<file path="src/rtl/lc3b_scoreboard.sv">
// Decode-side issue gate: per-register and CC pending-write counters produce RAW/CC/saturation stalls.
// Optional macro WB_BYPASS_EN lets a same-cycle final retirement release a waiting reader.
module lc3b_scoreboard #(
  parameter int CNT_W = 2,
  parameter int NREGS = 8
) (
  input  logic             clk,
  input  logic             reset,
  input  logic             id_valid,
  input  logic [2:0]       id_sr1,
  input  logic [2:0]       id_sr2,
  input  logic [2:0]       id_dest,
  input  logic             id_sr1use,
  input  logic             id_sr2use,
  input  logic             id_load_regfile,
  input  logic             id_load_cc,
  input  logic             id_is_br,
  input  logic             ex_ready,
  input  logic             wb_valid,
  input  logic [2:0]       wb_dest,
  input  logic             wb_load_regfile,
  input  logic             wb_load_cc,
  input  logic             flush,
  output logic             stall,
  output logic             issue,
  output logic [NREGS-1:0] pending_mask,
  output logic             cc_pending,
  output logic             busy,
  output logic             sb_error
);

  localparam logic [CNT_W-1:0] MAX = {CNT_W{1'b1}};

  logic [NREGS-1:0][CNT_W-1:0] cnt_q, cnt_d;
  logic [CNT_W-1:0]            cc_cnt_q, cc_cnt_d;
  logic                        sb_error_q, sb_error_d;

  logic [NREGS-1:0] dec_r, inc_r, hz_r;
  logic             cc_dec, cc_inc, cc_hz;
  logic             raw1, raw2, cch, satr, satc;

  // Returns {error, next_count}; error flags an underflow or overflow attempt.
  function automatic logic [CNT_W:0] cnt_upd(input logic [CNT_W-1:0] c,
                                             input logic inc, input logic dec);
    logic [CNT_W:0] res;
    res = {1'b0, c};
    if (inc && !dec) begin
      if (c == MAX) res = {1'b1, c};
      else          res = {1'b0, c + 1'b1};
    end else if (dec && !inc) begin
      if (c == '0)  res = {1'b1, c};
      else          res = {1'b0, c - 1'b1};
    end
    return res;
  endfunction

  always_comb begin
    dec_r = '0;
    hz_r  = '0;
    raw1  = 1'b0;
    raw2  = 1'b0;
    satr  = 1'b0;
    for (int r = 0; r < NREGS; r++) begin
      dec_r[r] = wb_valid & wb_load_regfile & (wb_dest == 3'(r));
      hz_r[r]  = (cnt_q[r] != '0);
`ifdef WB_BYPASS_EN
      // Regfile writes before it is read, so the last outstanding write retiring now is safe.
      if (cnt_q[r] == CNT_W'(1) && dec_r[r]) hz_r[r] = 1'b0;
`endif
      if (id_sr1use && id_sr1 == 3'(r) && hz_r[r]) raw1 = 1'b1;
      if (id_sr2use && id_sr2 == 3'(r) && hz_r[r]) raw2 = 1'b1;
      if (id_load_regfile && id_dest == 3'(r) && cnt_q[r] == MAX) satr = 1'b1;
    end
    cc_dec = wb_valid & wb_load_cc;
    cc_hz  = (cc_cnt_q != '0);
`ifdef WB_BYPASS_EN
    if (cc_cnt_q == CNT_W'(1) && cc_dec) cc_hz = 1'b0;
`endif
    cch  = id_is_br & cc_hz;
    satc = id_load_cc & (cc_cnt_q == MAX);
  end

  assign stall = id_valid & (raw1 | raw2 | cch | satr | satc);
  assign issue = id_valid & ex_ready & ~stall;

  always_comb begin
    logic [CNT_W:0] u;
    logic           err;
    inc_r      = '0;
    cnt_d      = cnt_q;
    cc_cnt_d   = cc_cnt_q;
    sb_error_d = sb_error_q;
    err        = 1'b0;
    u          = '0;
    cc_inc     = issue & id_load_cc;
    for (int r = 0; r < NREGS; r++) begin
      inc_r[r] = issue & id_load_regfile & (id_dest == 3'(r));
      u        = cnt_upd(cnt_q[r], inc_r[r], dec_r[r]);
      cnt_d[r] = u[CNT_W-1:0];
      err      = err | u[CNT_W];
    end
    u        = cnt_upd(cc_cnt_q, cc_inc, cc_dec);
    cc_cnt_d = u[CNT_W-1:0];
    err      = err | u[CNT_W];
    // Flush squashes everything younger than WB, so any WB retirement is simply absorbed.
    if (flush) begin
      cnt_d    = '0;
      cc_cnt_d = '0;
    end else begin
      sb_error_d = sb_error_q | err;
    end
  end

  always_ff @(posedge clk or posedge reset) begin
    if (reset) begin
      cnt_q      <= '0;
      cc_cnt_q   <= '0;
      sb_error_q <= 1'b0;
    end else begin
      cnt_q      <= cnt_d;
      cc_cnt_q   <= cc_cnt_d;
      sb_error_q <= sb_error_d;
    end
  end

  always_comb begin
    pending_mask = '0;
    for (int r = 0; r < NREGS; r++) pending_mask[r] = (cnt_q[r] != '0);
  end

  assign cc_pending = (cc_cnt_q != '0);
  assign busy       = (|pending_mask) | cc_pending;
  assign sb_error   = sb_error_q;

endmodule

</file>
<file path="config.mk">
export PLATFORM = sky130hd
export DESIGN_NAME = lc3b_scoreboard
export DESIGN_NICKNAME = d
export VERILOG_FILES = /design/src/rtl/lc3b_scoreboard.sv
export SDC_FILE = /design/constraint.sdc
export NUM_CORES = 1
export LEC_CHECK = 0
export ABC_AREA = 1
export BUFFER_PORTS_ARGS = -buffer_cell sky130_fd_sc_hd__buf_2
export CORE_ASPECT_RATIO = 0.7
export CORE_MARGIN = 2
export CORE_UTILIZATION = 40
export CTS_BUF_LIST = sky130_fd_sc_hd__clkbuf_16
export CTS_CLUSTER_SIZE = 30
export DETAILED_ROUTE_END_ITERATION = 16
export MAX_ROUTING_LAYER = met4
export PLACE_DENSITY_LB_ADDON = 0.05
export SETUP_SLACK_MARGIN = 0.3
export SYNTH_ARGS = -nofsm -noshare
export SYNTH_HDL_FRONTEND = slang
export SYNTH_SLANG_ARGS = --single-unit
export TNS_END_PERCENT = 100
</file>
<file path="constraint.sdc">
create_clock -name clk -period 3.55 [get_ports clk]
set_clock_uncertainty 0.1 [all_clocks]
set_input_delay 0.71 -clock clk [delete_from_list [all_inputs] [get_ports clk]]
set_output_delay 0.71 -clock clk [all_outputs]
set_load 0.005 [all_outputs]
</file>
== Word-level counts from Yosys, hierarchy flattened ==
Index checks and enable logic that the tools add are counted.

* $add $sub $neg: 18
* Equal/unequal tests: 55
* Multiplexer cells: 62
* Bitwise gates (word level): 40
* Reduce and logical (&&, ||, !) cells: 125

{| class="wikitable"
|+ Operator list
! cell !! number
|-
| 3-bit 2-to-1 mux || 36
|-
| 1-bit logical AND || 66
|-
| 3-bit != test (second input constant) || 18
|-
| 3-bit == test (second input constant) || 16
|-
| 3-bit AND reduction || 9
|-
| 3-bit nonzero test || 9
|-
| 1-bit AND || 25
|-
| 3-bit by 2-bit == test with 1-bit output (second input constant) || 8
|-
| 1-bit 2-to-1 mux || 24
|-
| 2-bit by 1-bit adder with 2-bit output (second input constant) || 9
|-
| 2-bit == test (second input constant) || 9
|-
| 1-bit zero test || 18
|-
| 2-bit zero test || 9
|-
| 2-bit nonzero test || 9
|-
| 2-bit by 1-bit subtractor with 2-bit output (second input constant) || 9
|-
| 16-bit 2-to-1 mux || 1
|-
| 1-bit OR || 14
|-
| 3-bit by 1-bit == test with 1-bit output (second input constant) || 4
|-
| 3-bit zero test || 4
|-
| 8-bit OR reduction || 1
|-
| 2-bit 2-to-1 mux || 1
|-
| 1-bit NOT || 1
|}

* Flip-flop bits (word level): 19
* Input bits: 25
* Output and inout port bits: 13

== Depth between registers and ports, before layout ==
* Depth in word-level cells: 33
* Gate-level depth with buffers: 16
* Gate-level depth less buffers: 15

== Least setup slack after synthesis ==
Ideal clock, no wire load.

* Path type: input -> output
* Start: input id_dest[0]
* End: output issue
* Arrival time: 1661 ps
* Required time: 2740 ps
* Path slack: 1079 ps
* Stages on the path: 11
* Path buffers: 1
* Cells stage by stage: buf_4 -> nor2_2 -> nand3_1 -> nand2_1 -> nor2_1 -> nand2_1 -> nand2_1 -> nand2_2 -> nor2_8 -> nor2_1 -> nor2_2

* Word-level cells in the longest chain between the ends: 16
* Elaborated cells between the ends (all ways): 37
* Classes of those cells: eq/ne (7); mux (8); bitwise (5); reduce/logical (17)

{| class="wikitable"
|+ Ends and longest elaborated chain
! element !! line !! text
|-
| from (decl) || 12 || <nowiki>input logic [2:0] id_dest,</nowiki>
|-
| 3-bit zero test || 72 || <nowiki>if (id_load_regfile && id_dest == 3'(r) && cnt_q[r] == MAX) satr = 1'b1;</nowiki>
|-
| 1-bit logical AND (2 in a row) || 72 ||
|-
| 1-bit 2-to-1 mux (7 in a row) || 72 ||
|-
| 1-bit 2-to-1 mux (*) || 72 ||
|-
| 1-bit OR (*) (2 in a row) || 83 || <nowiki>assign stall = id_valid & (raw1 | raw2 | cch | satr | satc);</nowiki>
|-
| 1-bit AND (*) || 83 ||
|-
| net stall || 24 || <nowiki>output logic stall,</nowiki>
|-
| 1-bit NOT (*) || 84 || <nowiki>assign issue = id_valid & ex_ready & ~stall;</nowiki>
|-
| 1-bit AND (*) || 84 ||
|-
| to (decl) || 25 || <nowiki>output logic issue,</nowiki>
|}

The timed path passes the listed nets; every way through them passes the cells marked *.

== Worst setup path after layout ==
* Start: register cnt_q[0] (netlist name)
* End: output issue

* Word-level cells in the longest chain between the ends: 17
* Elaborated cells between the ends (all ways): 36
* Classes of those cells: eq/ne (1); mux (24); bitwise (7); reduce/logical (4)

{| class="wikitable"
|+ Ends and longest elaborated chain
! element !! line !! text
|-
| from (decl) || 34 || <nowiki>logic [NREGS-1:0][CNT_W-1:0] cnt_q, cnt_d;</nowiki>
|-
| from (signal assigned) || 120 || <nowiki>cnt_q <= cnt_d;</nowiki>
|-
| 2-bit nonzero test || 65 || <nowiki>hz_r[r] = (cnt_q[r] != '0);</nowiki>
|-
| 1-bit logical AND, on equally long branches || 70, 71 ||
|-
| 1-bit 2-to-1 mux, on equally long branches (8 in a row) || 70, 71 ||
|-
| 1-bit OR (2 in a row) || 83 ||
|-
| 1-bit OR (*) (2 in a row) || 83 ||
|-
| 1-bit AND (*) || 83 ||
|-
| 1-bit NOT (*) || 84 ||
|-
| 1-bit AND (*) || 84 ||
|}

Mark *: on every way between the ends. The rest lies on a longest branch, timed or not.

==> results.json <==
{
  "postCtsSetupRepairBufs": 0,
  "outcome": "finished, final reports clean",
  "yosysTopAreaCell": "dfrtp_1",
  "die_x_um": 94.3,
  "crit_fanout": 10,
  "vias": 2299,
  "hold_buffers": 0,
  "async_flop_share": 1.00,
  "setup_viol": 0,
  "syn_avg_cell_area_um2": 6.60,
  "synth_commonest_cells": "nand2_1 (71), nand3_1 (56), inv_1 (54), ha_1 (34), nor2_1 (30)",
  "synth_area_leaders": "dfrtp_1 (21%), ha_1 (19%), nand3_1 (12%), nand2_1 (12%), inv_1 (8.9%)",
  "clk_path_buf_depth": 2,
  "leakage_nw": 1.57,
  "slew_viol_final": 0,
  "yosysMostFrequentCell": "nand2_1",
  "cts-root-buf": "clkbuf_16",
  "htreeDepth": 1,
  "grt_pass1_wl_um": 10500,
  "cts_buffers": 3,
  "syn_nets": 405,
  "layout_min_cycle_time_ns": 3.00,
  "cts_resized": 0,
  "cap_violations": 0,
  "initial_core_util": 0.425,
  "fillers": 561,
  "vias_per_cell": 5.09,
  "die_height_um": 67.2,
  "fp-row-count": 22,
  "worstSetupStartpoint": "cnt_q[0]$_DFFE_PP0P_",
  "grt_max_degree": 21,
  "tns_ns": 0,
  "port_buffers": 37,
  "drive_above_1_share": 0.153,
  "design_area_um2": 2600,
  "diodes": 0,
  "dieArea_um2": 6340,
  "crit_type": "register to primary output",
  "ys_ff_latch": 19,
  "synth_seq_area_share": 0.208,
  "cts_tree": "yes",
  "startpoint_type": "register",
  "synth_area_um2": 2280,
  "yosysWarnings": 0,
  "tightestPinTransition_ns": 0.819,
  "rr_startpoint": "cnt_q[0]$_DFFE_PP0P_",
  "regArea_um2": 475,
  "clk_latency_ns": 0.26,
  "grt_usage": 0.216,
  "num_io_pins": 38,
  "p_per_area_nw_per_um2": 218,
  "dp_hpwl_um": 4790,
  "drtAntennaViolNets": 0,
  "grt-ovfl-total": 0,
  "endpoint_kind": "primary output",
  "crit_arrival_ns": 2.19,
  "maxSlewHeadroom": 0.454,
  "ir_drop_mv": 0.126,
  "final-hold-violation-count": 0,
  "dpl-instance-area_um2": 2520,
  "fin_crit_sh": 0.845,
  "first_pass_iters": 5,
  "wl_per_cell_um": 13.4,
  "multi_input_area_um2": 1550,
  "antenna_found_initial": 0,
  "clkSlewWorstSetupHoldPaths_ns": 0.06,
  "synth_top_cell_area_share": 0.208,
  "synth.distinct_cells": 29,
  "fp.coreArea_um2": 5370,
  "ys.flop_type": "dfrtp_1",
  "worst_hold_startpoint": "sb_error$_DFFE_PP0N_",
  "drc_errors": 0,
  "grt_pass1_vias": 2100,
  "critPathRequiredTime_ns": 2.74,
  "synth-edff-count": 0,
  "clock_sinks": 19,
  "wl_um": 6060,
  "rsz0062_at_grt": "false",
  "hp-class": "register to register",
  "fin_hold_ws_ns": 0.365,
  "fmax_mhz": 333,
  "netlist_instances": 346,
  "gp_routability_congestion": 0.965,
  "drt-initial-drc-count": 98,
  "area_growth_pct": 13.8,
  "layout.nets": 440
}
## stage by stage
step           worst slack [ns]  utilization  instances  power (mW)
2_1_floorplan              1.08            -        346       0.292
3_3_place_gp              0.825        0.469        448       0.326
3_5_place_dp              0.816        0.469        448       0.325
4_1_cts                   0.601        0.484        452       0.566
5_1_grt                   0.426        0.484        452       0.598
6_report                  0.549        0.484        452       0.567
## per-layer routing
layer  part of all wire  vias up  global-route usage
li1                   -     1211                   -
met1               0.53     1009               0.323
met2               0.40       72               0.309
met3              0.069        7              0.0402
met4             0.0063        0              0.0272
met5                  0        -                   -
## cell usage in the layout (no fill, tap or decap), drive strengths merged
| master | count |
|---|---|
| nand2 | 72 |
| inv | 59 |
| nand3 | 57 |
| buf | 37 |
| ha | 34 |
| nor2 | 33 |
| o21ai | 27 |
| dfrtp | 19 |
| nand4 | 16 |
| nor3 | 6 |
| a21oi | 5 |
| o211ai | 4 |
| clkbuf | 3 |
| o31ai | 2 |
| nor4 | 2 |
| nand3b | 1 |
| a22oi | 1 |
| clkinv | 1 |
| or2 | 1 |
## logic make-up after synthesis
| family | share of synthesized area |
|---|---|
| simple gates | 0.392 |
| buf+inv | 0.114 |
| compound gates | 0.0992 |
| fa+ha+maj | 0.186 |
| flops | 0.208 |
## power breakdown
group,switching [mW],internal (mW)
clock network,0.0949,0.151
logic,0.0696,0.0334
registers,0.000939,0.217
total,0.165,0.401
## worst max-delay path, stage by stage, from the launching register on
cell and delay [ns]:
dfrtp_1 0.42, inv_1 0.10, ha_1 0.29, inv_1 0.13, o21ai_1 0.15, nand3_1 0.08, nand3_1 0.08, nand2_1 0.14
nor2_8 0.24, nor2_1 0.09, nor2_2 0.10, buf_2 0.12
## path summary, 6_finish.rpt
kind	endpoint	slack [ns]	cells after the start
setup / recovery	issue	0.55	11
hold / removal	sb_error$_DFFE_PP0N_	0.36	2
setup reg to reg	cnt_q[8]$_DFFE_PP0P_	0.89	14
hold reg to reg	sb_error$_DFFE_PP0N_	0.36	2
max in group asynchronous	cnt_q[9]$_DFFE_PP0P_	2.34	2
min in group asynchronous	cc_cnt_q[1]$_DFFE_PP0P_	0.50	2
## sequential cells by signal (all words and copies together) (netlist names)
name	cells
cnt_q	16
cc_cnt_q	2
sb_error	1
## layout make-up
cell class	instances	share of cell area
Clock buffer	3	0.0289
Clock inverter	1	0.00144
Multi-Input combinational cell	261	0.596
Timing Repair Buffer	37	0.0713
Inverter	59	0.0852
Sequential cell	19	0.183
Tap cell	72	0.0347
No activity file was read; power rests on OpenSTA's default activity.
